### config.mk
export PLATFORM = sky130hd
export DESIGN_NAME = display_7s_scan
export DESIGN_NICKNAME = d
export VERILOG_FILES = /design/src/rtl/display_7s_pkg.sv /design/src/rtl/display_7s_tick.sv /design/src/rtl/display_7s_scan.sv
export SDC_FILE = /design/constraint.sdc
export NUM_CORES = 1
export LEC_CHECK = 0
export CAP_MARGIN = 30
export CELL_PAD_IN_SITES_DETAIL_PLACEMENT = 0
export CELL_PAD_IN_SITES_GLOBAL_PLACEMENT = 1
export CORE_MARGIN = 4
export CORE_UTILIZATION = 35
export DETAILED_ROUTE_END_ITERATION = 8
export PLACE_DENSITY = 0.74
export RECOVER_POWER = 100
export SLEW_MARGIN = 15
export SYNTH_ARGS = -nofsm -noshare
export SYNTH_HDL_FRONTEND = slang
export SYNTH_SLANG_ARGS = --single-unit
### constraint.sdc
create_clock -name clk -period 2.56 [get_ports clk]
set_clock_uncertainty 0.05 [all_clocks]
set_input_delay 0.512 -clock clk [delete_from_list [all_inputs] [get_ports clk]]
set_output_delay 0.512 -clock clk [all_outputs]
set_load 0.02 [all_outputs]
### src/rtl/display_7s_pkg.sv
// Shared constants, field layout and scan FSM encoding for the 8-digit 7-segment scanner.
package display_7s_pkg;

  localparam int N_DIGITS  = 8;
  localparam int DIGIT_W   = 10;
  localparam int IDX_W     = $clog2(N_DIGITS);

  localparam int SEG_LSB   = 0;
  localparam int DP_BIT    = 7;
  localparam int EN_BIT    = 8;
  localparam int BLINK_BIT = 9;

  localparam logic [7:0] SEG_OFF = 8'hFF;
  localparam logic [7:0] AN_OFF  = 8'hFF;

  typedef enum logic {
    BLANK = 1'b0,
    DRIVE = 1'b1
  } scan_state_t;

  // Active-low cathode pattern {DP,G,F,E,D,C,B,A} for one digit field.
  function automatic logic [7:0] seg_pattern(input logic [DIGIT_W-1:0] d);
    return ~{d[DP_BIT], d[SEG_LSB +: 7]};
  endfunction

endpackage

### src/rtl/display_7s_tick.sv
// Modulo-N counter with a single-cycle wrap pulse on the enabled count of N-1.
module display_7s_tick #(
  parameter int N = 10,
  parameter int W = 4
) (
  input  logic         clk,
  input  logic         reset,
  input  logic         en,
  output logic [W-1:0] count,
  output logic         wrap
);

  localparam logic [W-1:0] LAST = W'(N - 1);

  assign wrap = en && (count == LAST);

  always_ff @(posedge clk) begin
    if (reset) begin
      count <= '0;
    end else if (en) begin
      count <= wrap ? '0 : count + 1'b1;
    end
  end

endmodule

### src/rtl/display_7s_scan.sv
// Time-multiplexed driver for an 8-digit common-anode display with inter-digit blanking.
// Define DIS_BLINK_EN to build the per-digit blink feature (bit 9 of each digit field).
module display_7s_scan
  import display_7s_pkg::*;
#(
  parameter int DIGIT_TICKS  = 100000,
  parameter int BLANK_TICKS  = 1000,
  parameter int BLINK_FRAMES = 62
) (
  input  logic                          clk,
  input  logic                          reset,
  input  logic [N_DIGITS*DIGIT_W-1:0]   dis_data,
  output logic [7:0]                    seg,
  output logic [7:0]                    an,
  output logic                          frame_start,
  output scan_state_t                   scan_state
);

  localparam int CNT_W = $clog2(DIGIT_TICKS);
  localparam logic [CNT_W-1:0] BLANK_LAST = CNT_W'(BLANK_TICKS - 1);

  logic [CNT_W-1:0]              slot_cnt;
  logic                          slot_wrap;
  logic [IDX_W-1:0]              idx_q;
  logic [N_DIGITS*DIGIT_W-1:0]   frame_q;
  logic                          frame_sample;
  scan_state_t                   state_q, state_d;
  logic [DIGIT_W-1:0]            cur_digit;
  logic                          blink_dark;
  logic                          dark;
  logic [7:0]                    an_d, seg_d;

  display_7s_tick #(
    .N (DIGIT_TICKS),
    .W (CNT_W)
  ) u_slot (
    .clk   (clk),
    .reset (reset),
    .en    (1'b1),
    .count (slot_cnt),
    .wrap  (slot_wrap)
  );

  // Counter 0 of digit 0 occurs exactly once per frame, including the first cycle out of reset.
  assign frame_sample = (slot_cnt == '0) && (idx_q == '0);

  always_ff @(posedge clk) begin
    if (reset) begin
      idx_q   <= '0;
      frame_q <= '0;
    end else begin
      if (slot_wrap) idx_q <= idx_q + 1'b1;
      if (frame_sample) frame_q <= dis_data;
    end
  end

  always_ff @(posedge clk) begin
    if (reset) state_q <= BLANK;
    else       state_q <= state_d;
  end

  always_comb begin
    state_d = state_q;
    case (state_q)
      BLANK:   if (slot_cnt == BLANK_LAST) state_d = DRIVE;
      DRIVE:   if (slot_wrap) state_d = BLANK;
      default: state_d = BLANK;
    endcase
  end

  assign scan_state = state_q;
  assign cur_digit  = frame_q[int'(idx_q) * DIGIT_W +: DIGIT_W];

`ifdef DIS_BLINK_EN
  localparam int BL_W = (BLINK_FRAMES > 1) ? $clog2(BLINK_FRAMES) : 1;

  logic            started_q;
  logic            blink_phase_q;
  logic            blink_wrap;
  logic [BL_W-1:0] unused_blink_cnt;

  // The sample right after reset opens frame 0; only later frame starts advance the blink count.
  display_7s_tick #(
    .N (BLINK_FRAMES),
    .W (BL_W)
  ) u_blink (
    .clk   (clk),
    .reset (reset),
    .en    (frame_sample & started_q),
    .count (unused_blink_cnt),
    .wrap  (blink_wrap)
  );

  always_ff @(posedge clk) begin
    if (reset) begin
      started_q     <= 1'b0;
      blink_phase_q <= 1'b0;
    end else begin
      if (frame_sample) started_q <= 1'b1;
      if (blink_wrap) blink_phase_q <= ~blink_phase_q;
    end
  end

  assign blink_dark = blink_phase_q & cur_digit[BLINK_BIT];
`else
  localparam int unused_blink_frames = BLINK_FRAMES;
  logic unused_blink_req;

  assign unused_blink_req = cur_digit[BLINK_BIT];
  assign blink_dark       = 1'b0;
`endif

  assign dark = ~cur_digit[EN_BIT] | blink_dark;

  always_comb begin
    an_d  = AN_OFF;
    seg_d = SEG_OFF;
    if (state_q == DRIVE) begin
      seg_d = seg_pattern(cur_digit);
      if (!dark) an_d = ~(8'd1 << idx_q);
    end
  end

  always_ff @(posedge clk) begin
    if (reset) begin
      an          <= AN_OFF;
      seg         <= SEG_OFF;
      frame_start <= 1'b0;
    end else begin
      an          <= an_d;
      seg         <= seg_d;
      frame_start <= frame_sample;
    end
  end

endmodule
==> qor.json <==
{
  "synthesis": {
    "seq_area_frac_synth_pct": 45.93,
    "ys.warnings.count": 0,
    "synth_edf_count": 0,
    "ys.flop_type": "dfxtp_1",
    "ys_ff_latch": 110,
    "syn_area_per_cell_um2": 8.749,
    "yosys.cell_types.count": 32,
    "synthesis.area_um2": 4795,
    "syn_nets": 639,
    "postSynthCellCount": 548,
    "async_flop_share_pct": 0
  },
  "grt": {
    "grt_busiest_layer": "met2",
    "initial_antenna_violation_count": 0,
    "grt_pass1_wl_mm": 21.57,
    "grt_residual_overflow": 0,
    "grt_util_met1_pct": 24.50,
    "global_route_met2_utilization_pct": 25.34,
    "first_global_vias": 4020,
    "grt_util_all_layers_pct": 16.95,
    "grt.met3_usage_pct": 3.753,
    "grt_max_degree": 78
  },
  "sta": {
    "final.setup.tns_ns": 0,
    "final-hold-violation-count": 0,
    "slew_headroom_pct": 45.11,
    "final_max_slew_viol_count": 0,
    "clock.fmax_ghz": 0.4352,
    "period_needed_ns": 2.298,
    "rsz0062_at_grt": "false",
    "min_period_over_period_pct": 89.76,
    "worst-slew-pin-transition_ns": 0.8233,
    "setup_viol": 0
  },
  "power": {
    "post-layout-total-power_mw": 3.860,
    "static-leakage-power_nw": 2.111,
    "pwrdens_nw_per_um2": 633.1,
    "vdd_drop_max_v": 0.0003015
  },
  "worst_setup_path": {
    "worstSetupEndpointType": "flop",
    "worst_ep_arrival_time_ns": 2.49,
    "r2r_start": "u_slot.count[13]$_SDFF_PP0_",
    "cpPeakStageDelay_ns": 0.53,
    "worst_ep_required_time_ns": 2.75,
    "worstPathMaxFanout": 4,
    "path_buf_inv": 0,
    "worst_path_cell_chain": "or3_4, or4_4, nor4_2, mux2_2",
    "cpMaxStageDelayCell": "nor4_2",
    "endpoint_of_the_worst_slack_reg_to_reg_timing_path": "idx_q[2]$_SDFFE_PP0N_",
    "timing.setup.critical_path_class": "reg2reg",
    "cp_top_family": "simple AND/OR/NAND/NOR gates",
    "worst-r2r-cell-count": 4,
    "critical_path.startpoint_type": "flop",
    "flop2flop_setup_slack_ns": 0.26
  },
  "routing": {
    "drt_iter0_markers": 376,
    "ant_nets": 0,
    "detailedRoute.firstPassIterationCount": 5,
    "drc": 0,
    "postRouteWirelength_mm": 13.28,
    "route.detailed.wl_per_inst_um": 16.75,
    "vias_per_cell": 5.256,
    "vias": 4168
  },
  "layout": {
    "area_growth_pct": 27.17,
    "fin_area_um2": 6097,
    "stdcell_count": 793,
    "post_route_cells_drive_above_1_share_pct": 8.752,
    "diodes_inserted": 0,
    "nets": 703
  },
  "place": {
    "post_dp_cell_area_um2": 5814,
    "io_buffer_count": 91,
    "gp_congestion": 0.7883,
    "number_of_instances_in_the_placed_design": 777,
    "place_hpwl_mm": 9.333
  },
  "clock_network": {
    "post_cts_hold_buffer_count": 0,
    "clk_pin_slew_worst_paths_ns": 0.07,
    "cts_inserted_buffers": 9,
    "clk-insertion-delay-late_ns": 0.35,
    "post_cts.resized_instances": 0,
    "cts-htree-levels": 3,
    "cts_buffer_depth": 2,
    "cts_sinks": 110,
    "tritoncts_clock_tree": "yes",
    "cts.root.buffer_cell": "clkbuf_16",
    "post-cts-setup-buffers": 0
  },
  "die": {
    "die_w_um": 125.0,
    "floorplan.rows": 42,
    "ioPinCount": 100,
    "floorplan.die_area_um2": 15640,
    "initial_utilization_pct": 35.92,
    "core-area_um2": 13350,
    "die_y_um": 125.0
  },
  "hold_path": {
    "timing.hold.worst_path_depth": 2,
    "timing.hold.worst.start": "frame_q[58]$_SDFFE_PP0P_",
    "min_path_type": "reg2reg",
    "hold-path-endpoint": "frame_q[58]$_SDFFE_PP0P_"
  },
  "flow_run": {
    "max-cap-violations": 0
  },
  "run_status": {
    "outcome": "complete, no violations"
  }
}
-- registers in the layout, indices dropped and copies added, names as in the netlist --
name and count:
frame_q 72, scan_state 1, idx_q 3, seg 8
an 8, u_slot.count 17, frame_start 1
-- power by group --
part	total (mW)	internal (mW)	switching, mW
combinational	0.495	0.241	0.254
sequential	1.88	1.82	0.0602
clock	1.48	0.862	0.622
total	3.86	2.92	0.937
-- synth_stat cells, types with 2 or more instances --
cell      instances  area share (%)
nor2b_1           2            0.26
inv_1            11            0.86
nand2_1          47             3.7
a21oi_1          74             7.7
and3_1            3            0.39
nor4_1            7            0.91
xor2_1            4            0.73
nor2_1           23             1.8
buf_2             4            0.42
dfxtp_1         110              46
mux2_2            2            0.47
nor4b_1           2            0.37
buf_6             2            0.47
mux4_2           18             8.5
nor3_1            4            0.42
clkbuf_1         43             3.4
xnor2_1          10             1.8
o21ai_0          74             7.7
nand3_1          82             8.6
nand4_1           5            0.65
ha_1              9             2.3
buf_1             2            0.16
-- worst min-delay path, stage by stage (launching register included) --
cell and delay, ns:
dfxtp_1 0.31, o21ai_0 0.06, a21oi_1 0.06
-- how the worst max path moves through the flow --
| stage | slack (ns) | endpoint | from | cells after the start |
|---|---|---|---|---|
| finish | 0.26 | idx_q[2]$_SDFFE_PP0N_ | u_slot.count[13]$_SDFF_PP0_ | 4 |
| global route | 0.15 | idx_q[0]$_SDFFE_PP0N_ | u_slot.count[13]$_SDFF_PP0_ | 4 |
| CTS | 0.35 | idx_q[2]$_SDFFE_PP0N_ | u_slot.count[13]$_SDFF_PP0_ | 4 |
| detailed placement | 0.36 | idx_q[0]$_SDFFE_PP0N_ | u_slot.count[13]$_SDFF_PP0_ | 4 |
| global placement | 0.39 | idx_q[0]$_SDFFE_PP0N_ | u_slot.count[13]$_SDFF_PP0_ | 4 |
| floorplan | 0.20 | frame_q[0]$_SDFFE_PP0P_ | idx_q[1]$_SDFFE_PP0N_ | 10 |
-- cell usage in the layout, fill, tap and decap left out, drive strengths merged, types with 3 or more instances in the layout --
cell,count
xor2,4
a21oi,74
and3,3
nand4,5
ha,9
clkdlybuf4s50,72
clkbuf,13
dfxtp,110
dlygate4sd3,18
nand2,47
nor3,4
nor2,23
inv,12
nor4,8
nand3,82
xnor2,10
o21ai,74
mux4,18
buf,12
-- routing by layer --
metal  routed length [µm]  vias to the layer above  share of wire (%)
li1                     -                     2073                  -
met1                 6562                     1962                 49
met2                 5917                      118                 45
met3                  608                       15                4.6
met4                  194                        0                1.5
met5                    0                        -                  0
-- per-stage QoR --
stage	util [%]	setup slack (ns)	hold WS [ns]
2_1_floorplan	-	0.2029	0.4005
4_1_cts	45.92	0.3494	0.4261
5_1_grt	45.68	0.1536	0.4433
6_report	45.68	0.2621	0.4266
3_3_place_gp	43.56	0.3932	0.4091
3_5_place_dp	43.56	0.3603	0.4162
-- layout make-up --
class | instances | area [µm²]
inverter | 11 | 41.29
multi-input combinational | 376 | 2320
clock buffer | 11 | 232.7
sequential | 110 | 2202
tap | 176 | 220.2
fill | 1338 | 7251
timing repair buffer | 104 | 998.5
clock inverter | 5 | 82.58
-- cell families after synthesis --
family          Yosys count  share of synthesized area, %
simple gates            183                         18.74
mux                      21                         9.134
fa+ha+maj                 9                         2.349
flops                   110                         45.93
compound gates          149                         16.02
buf+inv                  62                         5.271
xor+xnor                 14                         2.557
Power figures use the tool's default switching activity.
